File: config.mk
export PLATFORM = sky130hd
export DESIGN_NAME = alu_bist_scheduler
export DESIGN_NICKNAME = d
export VERILOG_FILES = /design/src/rtl/alu_bist_scheduler_pkg.sv /design/src/rtl/alu_bist_scheduler_lfsr.sv /design/src/rtl/alu_bist_scheduler.sv
export SDC_FILE = /design/constraint.sdc
export NUM_CORES = 1
export LEC_CHECK = 0
export CAP_MARGIN = 20
export CORE_MARGIN = 1.5
export CORE_UTILIZATION = 40
export CTS_CLUSTER_DIAMETER = 120
export DETAILED_ROUTE_END_ITERATION = 12
export HOLD_SLACK_MARGIN = 0.05
export PLACE_DENSITY = 0.66
export SETUP_SLACK_MARGIN = 0.02
export SYNTH_ARGS = -nofsm -noshare
export SYNTH_HDL_FRONTEND = slang
export SYNTH_SLANG_ARGS = --single-unit
File: constraint.sdc
create_clock -name clk_i -period 9.9 [get_ports clk_i]
set_input_delay 1.485 -clock clk_i [delete_from_list [all_inputs] [get_ports clk_i]]
set_output_delay 1.485 -clock clk_i [all_outputs]
set_load 0.05 [all_outputs]
File: src/rtl/alu_bist_scheduler_pkg.sv
`timescale 1ns/1ps
// ---------------------------------------------------------------------------
// alu_bist_pkg
// Shared definitions for the ALU runtime self-test scheduler:
//   - FSM state encoding
//   - APB register offsets
//   - CTRL / STATUS bit positions
//   - LFSR polynomial and reset value
// ---------------------------------------------------------------------------
package alu_bist_pkg;

    typedef enum logic [1:0] {
        IDLE      = 2'd0,
        WAIT_IDLE = 2'd1,
        RUN       = 2'd2,
        DONE      = 2'd3
    } bist_state_t;

    // APB register map (byte offsets, word aligned)
    localparam logic [7:0] REG_CTRL    = 8'h00;
    localparam logic [7:0] REG_PERIOD  = 8'h04;
    localparam logic [7:0] REG_STATUS  = 8'h08;
    localparam logic [7:0] REG_ERR_CNT = 8'h0C;
    localparam logic [7:0] REG_RUN_CNT = 8'h10;
    localparam logic [7:0] REG_SEED    = 8'h14;

    // CTRL bits
    localparam int CTRL_EN_BIT     = 0;
    localparam int CTRL_TRIG_BIT   = 1;
    localparam int CTRL_IRQ_EN_BIT = 2;

    // STATUS bits
    localparam int STAT_BUSY_BIT  = 0;
    localparam int STAT_FAIL_BIT  = 1;
    localparam int STAT_ABORT_BIT = 2;

    // Galois LFSR, x^32 + x^22 + x^2 + x + 1
    localparam int          LFSR_W     = 32;
    localparam logic [31:0] LFSR_TAPS  = 32'h8020_0003;
    localparam logic [31:0] LFSR_RESET = 32'h0000_0001;

endpackage

File: src/rtl/alu_bist_scheduler_lfsr.sv
`timescale 1ns/1ps
// ---------------------------------------------------------------------------
// bist_lfsr
// Right-shifting Galois LFSR used as a pattern source for BIST wrappers.
// Each advance: state = (state >> 1) ^ (state[0] ? TAPS : 0).
// A load of all-zeros is replaced by 1 so the register can never lock up.
// Load has priority over advance.
//
// Ports:
//   clk_i       clock
//   rst_i       asynchronous reset, active-high (state -> RESET_VAL)
//   load_i      load load_val_i this cycle
//   load_val_i  value to load
//   advance_i   step the LFSR once
//   state_o     current LFSR state
// ---------------------------------------------------------------------------
module bist_lfsr #(
    parameter int               WIDTH     = 32,
    parameter logic [WIDTH-1:0] TAPS      = WIDTH'(32'h8020_0003),
    parameter logic [WIDTH-1:0] RESET_VAL = WIDTH'(1)
) (
    input  logic             clk_i,
    input  logic             rst_i,
    input  logic             load_i,
    input  logic [WIDTH-1:0] load_val_i,
    input  logic             advance_i,
    output logic [WIDTH-1:0] state_o
);

    localparam logic [WIDTH-1:0] ONE = WIDTH'(1);

    logic [WIDTH-1:0] lfsr_reg;
    logic [WIDTH-1:0] lfsr_next;
    logic [WIDTH-1:0] step_val;
    logic [WIDTH-1:0] load_fix;

    // One Galois step: shift right, fold the outgoing bit into the tap positions.
    genvar gi;
    generate
        for (gi = 0; gi < WIDTH; gi++) begin : g_step
            if (gi == WIDTH - 1) begin : g_msb
                assign step_val[gi] = TAPS[gi] & lfsr_reg[0];
            end else begin : g_low
                assign step_val[gi] = lfsr_reg[gi+1] ^ (TAPS[gi] & lfsr_reg[0]);
            end
        end
    endgenerate

    assign load_fix = (load_val_i == '0) ? ONE : load_val_i;

    always_comb begin
        lfsr_next = lfsr_reg;
        if (load_i) begin
            lfsr_next = load_fix;
        end else if (advance_i) begin
            lfsr_next = step_val;
        end
    end

    always_ff @(posedge clk_i or posedge rst_i) begin
        if (rst_i) begin
            lfsr_reg <= RESET_VAL;
        end else begin
            lfsr_reg <= lfsr_next;
        end
    end

    assign state_o = lfsr_reg;

endmodule

File: src/rtl/alu_bist_scheduler.sv
`timescale 1ns/1ps
// ---------------------------------------------------------------------------
// alu_bist_scheduler
// Borrows the shared ALU for short self-test bursts. A run is requested by a
// periodic timer or a software trigger, waits for IDLE_MIN consecutive
// core-sleep cycles, then drives BURST_LEN LFSR patterns as operand A
// (the ALU receives B = ~A, op = ADD, so every good result is all-ones).
// Mismatches are counted and flagged; the core waking mid-run aborts it.
//
// Ports:
//   clk_i, rst_i          clock, asynchronous active-high reset
//   core_sleep_i          core idle; ALU is free while high
//   bist_active_o         operand mux select (1 = BIST owns the ALU)
//   bist_pattern_o        operand A during a run, 0 otherwise
//   dut_result_i          ALU result for the current-cycle operands
//   paddr_i .. pwdata_i   APB slave inputs
//   prdata_o, pready_o    APB read data, ready (always 1)
//   irq_o                 level interrupt = STATUS.fail & CTRL.irq_en
// ---------------------------------------------------------------------------
module alu_bist_scheduler
    import alu_bist_pkg::*;
#(
    parameter int DATA_WIDTH = 32,
    parameter int BURST_LEN  = 8,
    parameter int IDLE_MIN   = 4,
    parameter int CNT_W      = 16
) (
    input  logic                  clk_i,
    input  logic                  rst_i,
    input  logic                  core_sleep_i,
    output logic                  bist_active_o,
    output logic [DATA_WIDTH-1:0] bist_pattern_o,
    input  logic [DATA_WIDTH-1:0] dut_result_i,
    input  logic [7:0]            paddr_i,
    input  logic                  psel_i,
    input  logic                  penable_i,
    input  logic                  pwrite_i,
    input  logic [31:0]           pwdata_i,
    output logic [31:0]           prdata_o,
    output logic                  pready_o,
    output logic                  irq_o
);

    localparam int IDLE_W = $clog2(IDLE_MIN + 1);
    localparam int IDX_W  = $clog2(BURST_LEN + 1);
    localparam logic [IDLE_W-1:0]     IDLE_LAST  = IDLE_W'(IDLE_MIN - 1);
    localparam logic [IDX_W-1:0]      IDX_LAST   = IDX_W'(BURST_LEN - 1);
    // A + ~A is all-ones for every A.
    localparam logic [DATA_WIDTH-1:0] EXP_RESULT = '1;
    localparam logic [CNT_W-1:0]      CNT_MAX    = '1;

    // ------------------------------------------------------------------
    // APB decode
    // ------------------------------------------------------------------
    logic apb_wr, apb_rd;
    logic wr_ctrl, wr_period, wr_status, wr_err, wr_run, wr_seed;
    logic trig_req;

    assign apb_wr    = psel_i & penable_i & pwrite_i;
    assign apb_rd    = psel_i & penable_i & ~pwrite_i;
    assign wr_ctrl   = apb_wr & (paddr_i == REG_CTRL);
    assign wr_period = apb_wr & (paddr_i == REG_PERIOD);
    assign wr_status = apb_wr & (paddr_i == REG_STATUS);
    assign wr_err    = apb_wr & (paddr_i == REG_ERR_CNT);
    assign wr_run    = apb_wr & (paddr_i == REG_RUN_CNT);
    assign wr_seed   = apb_wr & (paddr_i == REG_SEED);

    // A CTRL write always rewrites enable, so a trigger only counts when the
    // same write leaves the block enabled.
    assign trig_req = wr_ctrl & pwdata_i[CTRL_TRIG_BIT] & pwdata_i[CTRL_EN_BIT];

    // ------------------------------------------------------------------
    // State
    // ------------------------------------------------------------------
    logic              ctrl_en_reg, ctrl_irq_en_reg;
    logic [CNT_W-1:0]  period_reg;
    logic [CNT_W-1:0]  timer_reg, timer_next;
    logic              timer_fire;
    logic              pending_reg, pending_next;
    bist_state_t       state_reg, state_next;
    logic [IDLE_W-1:0] idle_cnt_reg, idle_cnt_next;
    logic [IDX_W-1:0]  pat_idx_reg, pat_idx_next;
    logic              fail_reg, fail_next;
    logic              aborted_reg, aborted_next;
    logic [CNT_W-1:0]  err_cnt_reg, err_cnt_next;
    logic [CNT_W-1:0]  run_cnt_reg, run_cnt_next;

    logic              fsm_active, cmp_en, run_abort, run_done, run_enter;
    logic              mismatch;
    logic [LFSR_W-1:0] lfsr_state;

    // ------------------------------------------------------------------
    // Configuration registers
    // ------------------------------------------------------------------
    always_ff @(posedge clk_i or posedge rst_i) begin
        if (rst_i) begin
            ctrl_en_reg     <= 1'b0;
            ctrl_irq_en_reg <= 1'b0;
            period_reg      <= '0;
        end else begin
            if (wr_ctrl) begin
                ctrl_en_reg     <= pwdata_i[CTRL_EN_BIT];
                ctrl_irq_en_reg <= pwdata_i[CTRL_IRQ_EN_BIT];
            end
            if (wr_period) begin
                period_reg <= pwdata_i[CNT_W-1:0];
            end
        end
    end

    // ------------------------------------------------------------------
    // Period timer and pending request
    // ------------------------------------------------------------------
    always_comb begin
        timer_fire = 1'b0;
        timer_next = timer_reg;
        if (!ctrl_en_reg || (period_reg == '0)) begin
            timer_next = period_reg;
        end else if (timer_reg <= CNT_W'(1)) begin
            // <= also catches a PERIOD written from 0 while enabled
            timer_fire = 1'b1;
            timer_next = period_reg;
        end else begin
            timer_next = timer_reg - CNT_W'(1);
        end
    end

    always_comb begin
        pending_next = pending_reg;
        if (run_enter || !ctrl_en_reg) begin
            pending_next = 1'b0;
        end
        // A new request in the same cycle must not be lost.
        if (timer_fire || trig_req) begin
            pending_next = 1'b1;
        end
    end

    // ------------------------------------------------------------------
    // FSM: state register
    // ------------------------------------------------------------------
    always_ff @(posedge clk_i or posedge rst_i) begin
        if (rst_i) begin
            state_reg <= IDLE;
        end else begin
            state_reg <= state_next;
        end
    end

    // FSM: next state
    always_comb begin
        state_next = state_reg;
        case (state_reg)
            IDLE: begin
                if (pending_reg) state_next = WAIT_IDLE;
            end
            WAIT_IDLE: begin
                if (!ctrl_en_reg) begin
                    state_next = IDLE;
                end else if (core_sleep_i && (idle_cnt_reg == IDLE_LAST)) begin
                    state_next = RUN;
                end
            end
            RUN: begin
                if (!core_sleep_i) begin
                    state_next = IDLE;
                end else if (pat_idx_reg == IDX_LAST) begin
                    state_next = DONE;
                end
            end
            DONE: begin
                state_next = IDLE;
            end
            default: state_next = IDLE;
        endcase
    end

    // FSM: outputs
    always_comb begin
        fsm_active = 1'b0;
        cmp_en     = 1'b0;
        run_abort  = 1'b0;
        run_done   = 1'b0;
        case (state_reg)
            RUN: begin
                fsm_active = 1'b1;
                cmp_en     = core_sleep_i;   // compare masked on the abort cycle
                run_abort  = ~core_sleep_i;
            end
            DONE: run_done = 1'b1;
            default: ;
        endcase
    end

    assign run_enter = (state_reg == WAIT_IDLE) && (state_next == RUN);

    // ------------------------------------------------------------------
    // Idle counter and pattern index
    // ------------------------------------------------------------------
    always_comb begin
        idle_cnt_next = '0;
        pat_idx_next  = '0;
        if (state_reg == WAIT_IDLE && core_sleep_i) begin
            idle_cnt_next = idle_cnt_reg + IDLE_W'(1);
        end
        if (state_reg == RUN) begin
            pat_idx_next = pat_idx_reg + IDX_W'(1);
        end
    end

    // ------------------------------------------------------------------
    // Result check, sticky flags, counters
    // ------------------------------------------------------------------
    assign mismatch = cmp_en && (dut_result_i != EXP_RESULT);

    always_comb begin
        fail_next = fail_reg;
        if (wr_status && pwdata_i[STAT_FAIL_BIT]) fail_next = 1'b0;
        if (mismatch) fail_next = 1'b1;

        aborted_next = aborted_reg;
        if (wr_status && pwdata_i[STAT_ABORT_BIT]) aborted_next = 1'b0;
        if (run_abort) aborted_next = 1'b1;

        // Clear beats increment.
        err_cnt_next = err_cnt_reg;
        if (wr_err) begin
            err_cnt_next = '0;
        end else if (mismatch && (err_cnt_reg != CNT_MAX)) begin
            err_cnt_next = err_cnt_reg + CNT_W'(1);
        end

        run_cnt_next = run_cnt_reg;
        if (wr_run) begin
            run_cnt_next = '0;
        end else if (run_done) begin
            run_cnt_next = run_cnt_reg + CNT_W'(1);
        end
    end

    always_ff @(posedge clk_i or posedge rst_i) begin
        if (rst_i) begin
            timer_reg    <= '0;
            pending_reg  <= 1'b0;
            idle_cnt_reg <= '0;
            pat_idx_reg  <= '0;
            fail_reg     <= 1'b0;
            aborted_reg  <= 1'b0;
            err_cnt_reg  <= '0;
            run_cnt_reg  <= '0;
        end else begin
            timer_reg    <= timer_next;
            pending_reg  <= pending_next;
            idle_cnt_reg <= idle_cnt_next;
            pat_idx_reg  <= pat_idx_next;
            fail_reg     <= fail_next;
            aborted_reg  <= aborted_next;
            err_cnt_reg  <= err_cnt_next;
            run_cnt_reg  <= run_cnt_next;
        end
    end

    // ------------------------------------------------------------------
    // Pattern generator (SEED write beats the per-cycle advance)
    // ------------------------------------------------------------------
    bist_lfsr #(
        .WIDTH     (LFSR_W),
        .TAPS      (LFSR_TAPS),
        .RESET_VAL (LFSR_RESET)
    ) u_lfsr (
        .clk_i      (clk_i),
        .rst_i      (rst_i),
        .load_i     (wr_seed),
        .load_val_i (pwdata_i),
        .advance_i  (fsm_active),
        .state_o    (lfsr_state)
    );

    // ------------------------------------------------------------------
    // Outputs
    // ------------------------------------------------------------------
    assign bist_active_o  = fsm_active;
    assign bist_pattern_o = fsm_active ? DATA_WIDTH'(lfsr_state) : '0;
    assign pready_o       = 1'b1;
    assign irq_o          = fail_reg & ctrl_irq_en_reg;

    always_comb begin
        prdata_o = '0;
        if (apb_rd) begin
            case (paddr_i)
                REG_CTRL: begin
                    prdata_o[CTRL_EN_BIT]     = ctrl_en_reg;
                    prdata_o[CTRL_IRQ_EN_BIT] = ctrl_irq_en_reg;
                end
                REG_PERIOD:  prdata_o[CNT_W-1:0] = period_reg;
                REG_STATUS: begin
                    prdata_o[STAT_BUSY_BIT]  = (state_reg != IDLE);
                    prdata_o[STAT_FAIL_BIT]  = fail_reg;
                    prdata_o[STAT_ABORT_BIT] = aborted_reg;
                end
                REG_ERR_CNT: prdata_o[CNT_W-1:0] = err_cnt_reg;
                REG_RUN_CNT: prdata_o[CNT_W-1:0] = run_cnt_reg;
                REG_SEED:    prdata_o = lfsr_state;
                default: ;
            endcase
        end
    end

endmodule

==> results.txt <==
- Outcome: complete, no violations
- The internal power of the cells totals 0.788 mW.
- Of the post-synthesis cell area, the dominant cell type holds 44.0%.
* Critical path peak fanout: 15
- Power density over cell area: 125 nW/um^2
- The first global-routing pass estimated 30400 um of wire.
- For the worst-skew pair, the clock arrives at the later sink with an insertion delay of 360 ps.
* Crit-path slowest cell: clkdlybuf4s50_1
- Clock Power Share: 44.4%
- Global routing used 24.0% of the available tracks across all layers.
* Number of DRC violations after detailed-routing iteration 0: 527
- Sequential fraction of the synthesis area: 44.4%
- Synth area leader: dfrtp_1
* Post_cts resized: 0
* Beginning of the critical path: paddr_i[1]
- The setup path with the least slack is of type in -> out.
- Using the TritonRoute via totals, the vias-per-cell ratio works out to 5.85.
- Total core area: 15100 um^2
- Critical Path RT: 8420 ps
- During synthesis, Yosys emitted a total of 0 warnings.
- Broken down by cell family, the worst path's largest delay share belongs to buffers and inverters.
- Number of failing hold endpoints at the final stage: 0
- Static Leakage: 3.43 nW
- Setup violations remaining at the end of the flow were counted as 0.
- The congestion estimate from routability-driven global placement came to 0.886.
- After detailed routing, the number of remaining DRC violations is 0.
- Entering global routing, the biggest net connects 67 pins.
* Longest Clk Path Bufs: 2
* TritonCTS clock tree: built
- The H-tree generated during clock tree synthesis spans 3 levels.
- In this run, post-CTS hold repair placed 0 buffers.
- Register share of total power: 46.9%
* Chip Width: 128 um
- Setup repair after global routing left no endpoint under its margin.
* Async S/R FF share, synth: 100%
- Combinational share of power: 8.8%
* Upper clock frequency limit: 173 MHz
- Layout Nets: 892
* Count of final max-slew check failures: 0
- The worst-case IR drop observed on VDD is 0.000100 V.
* Min cycle time layout: 5790 ps
* Cell Area, Synth: 6200 um^2
* WHS: 443 ps
- Dominant cell by count in the synthesized netlist: dfrtp_1
- In this run the post-CTS setup repair buffer count came out at 0.
- Area growth, synth to finish: 30.9%
* CTS Root Cell: clkbuf_16
- During placement, the flow inserted port buffers numbering 143.
- Measured against its own limit, the worst slew margin works out to 26.9%.
* Via count of the first global-routing pass: 5565
- Top flip-flop cell by instance count after synthesis: dfrtp_1
- Number of flops mapped to enable cells by yosys: 0
- Flip-flop count of the largest register, all copies and words added: 32
* Critical path buffers and inverters: 3
* Net Sw Power: 0.227 mW
* Kind of path behind the tightest hold check: reg -> reg
* Vertical die dimension: 128 um
- Filler cells: 1358
- Max_cap viols: 0
* # rows: 45
- Final WL: 19200 um
* Initial Utilization: 41.0%
* Switching part of the total: 22.4%
- Worst EP arrival: 4310 ps
- Total congestion overflow: 0
- Routed wire per std cell: 19.2 um
* FF+latch count, synth: 110
- I/O pin cnt: 145
* Total die area: 16300 um^2
- The repair_antennas step left the layout with diodes totalling 0.
- Largest cells by area after synthesis: dfrtp_1 44%, and2_1 5.4%, nand2_1 5.4%
- After routing, the total negative slack on setup checks comes to 0 ps.
- In this run the critical register-to-register path is launched from state_reg[1]$_DFF_PP0_.
- After layout, the worst path uses 58.5% of the clock period.
- Clock skew on the completed layout was measured at 5.65 ps.
- Buffers inserted during clock tree synthesis total 9.
* Clock slew at reported path FFs: 70 ps
- After routing the design area is 8120 um^2.
* Hold Path Origin: idle_cnt_reg[0]$_DFF_PP0_
- Ranked by instance count, the synthesized netlist is headed by 109 x dfrtp_1, 89 x nand2_1, 59 x nor2_1, 55 x a21oi_1, 54 x and2_1.
* Endpoint type of the worst setup path: output pin
* Critical path, cell by cell: clkdlybuf4s50_1 -> nor3_1 -> nand2_1 -> nor3_1 -> buf_4 -> a22oi_1 -> a31oi_1 -> clkdlybuf4s50_1
- Of the cells placed in the final design, the portion with a size suffix greater than 1 is 7.27%.
- For the pin with the worst max-slew slack, the measured transition is 1100 ps.
- Once detail routing completed, the nets flagged for antenna violations numbered 0.
- Clock sink count: 110
- Counting every net in the synthesized netlist gives 771.
- Post-synthesis cell count: 686
* Post-Syn Area per Cell: 9.04 um^2
- The number of different library cells used by synthesis comes to 52.
- The worst setup path is launched from an input pin.
- The initial antenna violation count came to 0.
- Critical Path Max Stage Delay: 850 ps
* Number of detailed-routing iterations run before antenna repair: 6
* Area after detailed placement: 7740 um^2
- The wire-length estimate of the detail-placed layout is 14200 um.
* Detailed-route via count: 5853
-- final cells by class --
class	instances	area (um^2)	share of cell area (%)
Clock buffer	10	239	2.94
Sequential cell	110	2750	33.9
Tap cell	188	235	2.90
Inverter	10	40.0	0.493
Timing Repair Buffer	151	1500	18.4
Clock inverter	6	133	1.63
Multi-Input combinational cell	525	3230	39.7
-- power by group through the flow --
stage / Clock (mW) / Sequential (mW) / Combinational (mW)
floorplan: 0 / 0.478 / 0.0422
global placement: 0 / 0.484 / 0.0865
detailed placement: 0 / 0.484 / 0.0889
global route: 0.471 / 0.477 / 0.0979
finish: 0.450 / 0.476 / 0.0889
CTS: 0.454 / 0.475 / 0.0896
-- metal layers --
metal  part of all wire (%)  track usage [%]  vias to the layer above
li1                       -                -                     2695
met1                     44             33.0                     2908
met2                     49             39.5                      228
met3                    5.5             3.52                       22
met4                    1.3             6.75                        0
met5                      0                0                        -
-- worst paths after layout --
path | endpoint | slack, ps | depth (start not counted)
min | idle_cnt_reg[0]$_DFF_PP0_ | 440 | 1
min in group asynchronous | u_lfsr.state_o[26]$_DFFE_PP0P_ | 1540 | 2
max in group asynchronous | err_cnt_reg[5]$_DFFE_PP0P_ | 7080 | 3
max reg2reg | err_cnt_reg[12]$_DFFE_PP0P_ | 6440 | 5
max | prdata_o[2] | 4110 | 8
min reg2reg | idle_cnt_reg[0]$_DFF_PP0_ | 440 | 1
-- cell families after synthesis --
logic type,Yosys count,synth area share [%]
XOR/XNOR,33,4.66
other,1,0.0605
buffers and inverters,51,3.89
flip-flops,110,44.4
adder cells (fa/ha/maj),7,1.41
AND/OR/NAND/NOR,323,26.9
AO/OA/AOI/OAI,139,14.8
multiplexers,22,3.93
-- cell usage in the layout, fill, tap and decap left out, types with 7 or more instances in the layout --
master and n:
ha_1 7, a21oi_1 54, and2_1 54, nand2_1 89
dfrtp_1 109, mux2_2 19, inv_1 9, and3_1 9
o31ai_1 10, a22oi_1 43, or4_1 15, xnor2_1 13
or3_1 9, xor2_1 20, nor4_1 11, nand4_1 17
nor3_1 13, a222oi_1 7, clkdlybuf4s50_1 143, clkbuf_16 9
nand3_1 22, nor2_1 59
-- worst register-to-register path, stage by stage (launching register included) --
cell and delay, ps:
dfrtp_1 550, nand2b_1 410, inv_1 870, o211ai_2 690, or4_1 680, a21oi_1 180
-- stage by stage --
stage                     setup WS (ps)  instances  utilization (%)  power [mW]
after floorplan                    4780        686                -       0.521
after global placement             4030        982             51.0       0.570
after detailed placement           3930        983             51.1       0.573
after CTS                          3940        999             53.6        1.02
after global routing               3990       1000             53.6        1.05
final                              4110       1000             53.6        1.01
(Power assumes the default switching activity.)
